## src/rtl/jt7759_pkg.sv

```systemverilog
// Shared defaults for the JT7759 clock-enable generator.
package jt7759_pkg;
  localparam int unsigned JT7759_PRE = 4;
  localparam int unsigned JT7759_DW  = 6;
  localparam int unsigned JT7759_CH  = 2;
endpackage

```

## src/rtl/jt7759_cengen_ch.sv

```systemverilog
// One divided-enable channel: counts prescaled pulses up to a latched terminal count.
module jt7759_cengen_ch
  import jt7759_pkg::*;
#(
  parameter int unsigned DW = JT7759_DW
) (
  input  logic          clk,
  input  logic          rst_n,
  input  logic          pre,
  input  logic          sync,
  input  logic          en,
  input  logic [DW-1:0] divby,
  output logic          cendiv
);

  logic [DW-1:0] act_q, act_d;
  logic [DW-1:0] cnt_q, cnt_d;
  logic          cendiv_q, cendiv_d;
  logic          hit;
  logic          wrap;

  always_comb begin
    hit      = (cnt_q == act_q);
    wrap     = pre && en && hit;
    act_d    = act_q;
    cnt_d    = cnt_q;
    cendiv_d = wrap && !sync;
    // divby is only sampled at period boundaries so a mid-period change cannot alter the running period
    if (sync || !en) begin
      cnt_d = '0;
      act_d = divby;
    end else if (wrap) begin
      cnt_d = '0;
      act_d = divby;
    end else if (pre) begin
      cnt_d = cnt_q + 1'b1;
    end
  end

  always_ff @(posedge clk) begin
    if (!rst_n) begin
      act_q    <= divby;
      cnt_q    <= '0;
      cendiv_q <= 1'b0;
    end else begin
      act_q    <= act_d;
      cnt_q    <= cnt_d;
      cendiv_q <= cendiv_d;
    end
  end

  assign cendiv = cendiv_q;

endmodule

```

## src/rtl/jt7759_cengen.sv

```systemverilog
// Prescaler on the base enable plus CH independent divided-enable channels.
module jt7759_cengen
  import jt7759_pkg::*;
#(
  parameter int unsigned PRE = JT7759_PRE,
  parameter int unsigned DW  = JT7759_DW,
  parameter int unsigned CH  = JT7759_CH
) (
  input  logic           clk,
  input  logic           rst_n,
  input  logic           cen,
  input  logic           sync,
  input  logic [CH-1:0]  en,
  input  logic [CH*DW-1:0] divby,
  output logic           cenpre,
  output logic [CH-1:0]  cendiv
);

  localparam int unsigned PW = $clog2(PRE);

  logic [PW-1:0] pre_cnt_q, pre_cnt_d;
  logic          cenpre_q, cenpre_d;
  logic          pre;

  always_comb begin
    pre       = cen && (pre_cnt_q == PW'(PRE - 1));
    pre_cnt_d = pre_cnt_q;
    if (sync) begin
      pre_cnt_d = '0;
    end else if (pre) begin
      pre_cnt_d = '0;
    end else if (cen) begin
      pre_cnt_d = pre_cnt_q + 1'b1;
    end
    cenpre_d = pre && !sync;
  end

  always_ff @(posedge clk) begin
    if (!rst_n) begin
      pre_cnt_q <= '0;
      cenpre_q  <= 1'b0;
    end else begin
      pre_cnt_q <= pre_cnt_d;
      cenpre_q  <= cenpre_d;
    end
  end

  assign cenpre = cenpre_q;

  for (genvar i = 0; i < CH; i++) begin : g_ch
    jt7759_cengen_ch #(
      .DW(DW)
    ) u_ch (
      .clk   (clk),
      .rst_n (rst_n),
      .pre   (pre),
      .sync  (sync),
      .en    (en[i]),
      .divby (divby[i*DW +: DW]),
      .cendiv(cendiv[i])
    );
  end

endmodule
```

## config.mk

```make
export PLATFORM = sky130hd
export DESIGN_NAME = jt7759_cengen
export DESIGN_NICKNAME = d
export VERILOG_FILES = /design/src/rtl/jt7759_pkg.sv /design/src/rtl/jt7759_cengen_ch.sv /design/src/rtl/jt7759_cengen.sv
export SDC_FILE = /design/constraint.sdc
export NUM_CORES = 1
export LEC_CHECK = 0
export ABC_CLOCK_PERIOD_IN_PS = 5050
export CORE_MARGIN = 5
export CORE_UTILIZATION = 51
export CTS_BUF_LIST = sky130_fd_sc_hd__clkbuf_8 sky130_fd_sc_hd__clkbuf_16
export CTS_CLUSTER_DIAMETER = 60
export CTS_CLUSTER_SIZE = 24
export DETAILED_ROUTE_END_ITERATION = 10
export GPL_ROUTABILITY_DRIVEN = 0
export PLACE_DENSITY = 0.77
export SLEW_MARGIN = 25
export SYNTH_ARGS = -nofsm -noshare
export SYNTH_HDL_FRONTEND = slang
export SYNTH_SLANG_ARGS = --single-unit
```

## constraint.sdc

```tcl
create_clock -name clk -period 5.05 [get_ports clk]
set_input_delay 1.01 -clock clk [delete_from_list [all_inputs] [get_ports clk]]
set_output_delay 1.01 -clock clk [all_outputs]
set_load 0.01 [all_outputs]
```

==> flow_summary.yaml <==
final_layout:
  drive_gt1_share_pct: 9.848
  area_growth_pct: 23.72
  final_nets: 152
  diodes: 0
  multiInputGateArea_um2: 565.5
  seqCellArea_um2: 700.7
  final_area_um2: 1605
  instances_no_fill: 162
  final_common_cell: "clkdlybuf4s50_1"
  final_cell_mix: "20 x clkdlybuf4s50_1, 17 x dfxtp_1, 16 x xor2_1"
  num-fill-cells: 202
global_route:
  grt_overflow: 0
  grt_pass1_vias: 967
  gr-usage-all-layers_pct: 14.75
  antenna_found_initial: 0
  grt_max_degree: 16
  grt_pass1_wl_mm: 3.891
setup_path:
  worstSetupPathType: "in2reg"
  path_buf_inv: 1
  crit_path_max_incr_delay_ns: 0.67
  setup.worst_path.start: "cen"
  rr_endpoint: "g_ch[1].u_ch.act_q[5]$_DFFE_PP_"
  cp_slowest_cell: "clkdlybuf4s50_1"
  arrival_ns: 2.87
  cp_top_family: "simple AND/OR/NAND/NOR gates"
  crit_path_end_kind: "flip-flop"
  crit_required_ns: 5.01
  cp_cell_sequence: "clkdlybuf4s50_1 > nand2_4 > nor4_2 > a21o_1"
  r2r-start: "pre_cnt_q[0]$_SDFFE_PP0P_"
  cp_max_fo: 15
  r2r_cells: 4
  crit_path_start_kind: "input pin"
  r2r_slack_ns: 2.86
synthesis:
  mappedNetlistNets: 129
  yosys_warnings: 0
  synth_cell_types: 28
  ys_seq_area_share_pct: 54.00
  syn_area_um2: 1297
  muxShareOfSynthArea_pct: 0.7715
  avgSynthCellArea_um2: 12.01
  synth_compound_area_share_pct: 12.92
  synth_top_family_by_area: "simple AND/OR/NAND/NOR gates"
  synth_seq_cells: 29
  synthCells: 108
  synth-xor-area-share_pct: 10.80
  synth_fa_ha_area_share_pct: 2.893
  yosys.area_share.simple_pct: 16.20
sta:
  tightest_slew_ns: 0.7971
  fmax_mhz: 343.5
  hold_viol_final: 0
  finalMaxSlewViolations: 0
  finalCriticalPeriod_ns: 2.911
  slew_headroom_pct: 46.45
  fin_crit_sh_pct: 57.65
  fin_skew_ns: 0.01145
  setup-tns-final_ns: 0
  rsz0062_at_grt: "false"
  setup_viol: 0
place:
  placed_cells: 154
  placed_area_um2: 1504
  place_hpwl_mm: 1.664
  port_buffers: 20
die:
  die_area_um2: 3653
  io_pins: 21
  coreArea_um2: 2455
  dieWidth_um: 60.44
  initial_core_util_pct: 52.85
  die_h_um: 60.44
  rows: 18
routing:
  vias: 915
  final_antenna_net_count: 0
  drt_iter0_markers: 31
  first_pass_iters: 5
  wl_per_cell_um: 13.65
  drcViolationCount: 0
  routed_wl_mm: 2.212
  vias_per_cell: 5.648
flow_run:
  max_cap_violations: 0
hold_path:
  hold_path.startpoint: "pre_cnt_q[1]$_SDFFE_PP0P_"
  min_path_type: "reg2reg"
  whs_endpoint: "pre_cnt_q[1]$_SDFFE_PP0P_"
  whs_path_depth: 2
power_and_ir_drop:
  ir_worst_vdd_mv: 0.1905
  p_leak_nw: 0.5866
  power_density_nw_per_um2: 306.5
  p_total_w: 0.0004921
cts:
  cts-root-buf: "clkbuf_8"
  insertion_delay_ns: 0.28
  cts.sinks: 29
  cts_buffers: 5
  clock_path_buffers: 2
  cts_tree: "built"
  cts_setup_buffers: 0
  cts-resized-gates: 0
  ctsHtreeMaxLevel: 2
  hold_buffers: 0
  cts.clk_slew.worst_paths_ns: 0.06
status:
  status: "finished, final reports clean"
[synth_stat cells]
| library cell | instances | area, um^2 |
|---|---|---|
| nor4_4 | 1 | 21.27 |
| ha_1 | 3 | 37.54 |
| and3b_1 | 2 | 17.52 |
| a21oi_1 | 1 | 5.000 |
| or3_1 | 4 | 25.02 |
| a21o_1 | 2 | 15.01 |
| nand3_1 | 6 | 30.03 |
| a221oi_1 | 6 | 52.55 |
| nand2b_1 | 2 | 12.51 |
| nor2b_1 | 1 | 6.260 |
| nor3_1 | 2 | 10.01 |
| nand3b_1 | 1 | 7.510 |
| buf_6 | 1 | 11.26 |
| nor4_2 | 1 | 12.51 |
| xor2_1 | 16 | 140.1 |
| edfxtp_1 | 12 | 360.4 |
| dfxtp_1 | 17 | 340.3 |
| mux2i_1 | 1 | 10.01 |
| a221oi_2 | 2 | 30.03 |
| nor2_1 | 3 | 11.26 |
| nand2_4 | 1 | 11.26 |
| buf_4 | 2 | 15.01 |
| buf_2 | 1 | 5.000 |
| o31ai_1 | 2 | 15.01 |
| or4_1 | 2 | 15.01 |
| o21ai_0 | 4 | 20.02 |
| a211oi_1 | 4 | 30.03 |
| nand2_1 | 8 | 30.03 |
[cell families (layout without fill, tap and decap cells)]
family | count (synthesis) | in the layout
flops | 29 | 29
mux | 1 | 1
xor+xnor | 16 | 16
simple gates | 34 | 34
fa+ha+maj | 3 | 3
buf+inv | 4 | 28
compound gates | 21 | 21
[per-stage QoR]
stage,setup WS (ns),hold slack [ns],util (%)
6_report,2.139,0.4924,65.39
4_1_cts,2.174,0.4987,65.39
5_1_grt,2.036,0.5306,65.39
3_3_place_gp,1.943,0.4573,61.26
3_5_place_dp,1.872,0.4917,61.26
2_1_floorplan,2.677,0.4492,-
[cell type report]
cell class | count | share of cell area [%]
tap | 30 | 2.338
clock buffer | 7 | 6.002
sequential | 29 | 43.65
multi-input combinational | 75 | 35.23
timing repair buffer | 20 | 12.47
clock inverter | 1 | 0.3118
[sequential cells by signal (all words and copies together) (netlist names)]
| register | flops |
|---|---|
| pre_cnt_q | 2 |
| g_ch.u_ch.cendiv | 2 |
| cenpre | 1 |
| g_ch.u_ch.act_q | 12 |
| g_ch.u_ch.cnt_q | 12 |
[worst register-to-register path, cell delays in order, from the launching register on]
cell     delay [ns]
dfxtp_1        0.36
ha_1           0.33
nand2_4        0.18
nor4_2         0.64
a21o_1         0.35
[where the power goes]
group          leakage (nW)  internal, W  switching (W)  total (W)
clock network        0.0542     0.000123      0.0000822   0.000205
registers             0.262     0.000254     0.00000390   0.000257
logic                 0.271    0.0000172      0.0000124  0.0000296
total                 0.587     0.000394      0.0000985   0.000492
[per-layer routing]
metal	wire length, um	share of wire [%]	global-route usage (%)	up-vias
met2	1051	48	23.15	29
met5	0	0	0	-
met4	47	2.1	11.46	0
met1	944	43	16.06	431
li1	-	-	-	449
met3	169	7.6	5.532	6
[worst max path at each step]
stage | to | slack [ns] | cells past startpoint
final | g_ch[1].u_ch.act_q[5]$_DFFE_PP_ | 2.14 | 4
after global routing | g_ch[1].u_ch.act_q[5]$_DFFE_PP_ | 2.04 | 4
after CTS | g_ch[1].u_ch.act_q[5]$_DFFE_PP_ | 2.17 | 4
after detailed placement | g_ch[1].u_ch.act_q[5]$_DFFE_PP_ | 1.87 | 4
after global placement | g_ch[1].u_ch.act_q[4]$_DFFE_PP_ | 1.94 | 4
after floorplan | g_ch[1].u_ch.act_q[0]$_DFFE_PP_ | 2.68 | 4
(Power assumes the default switching activity.)
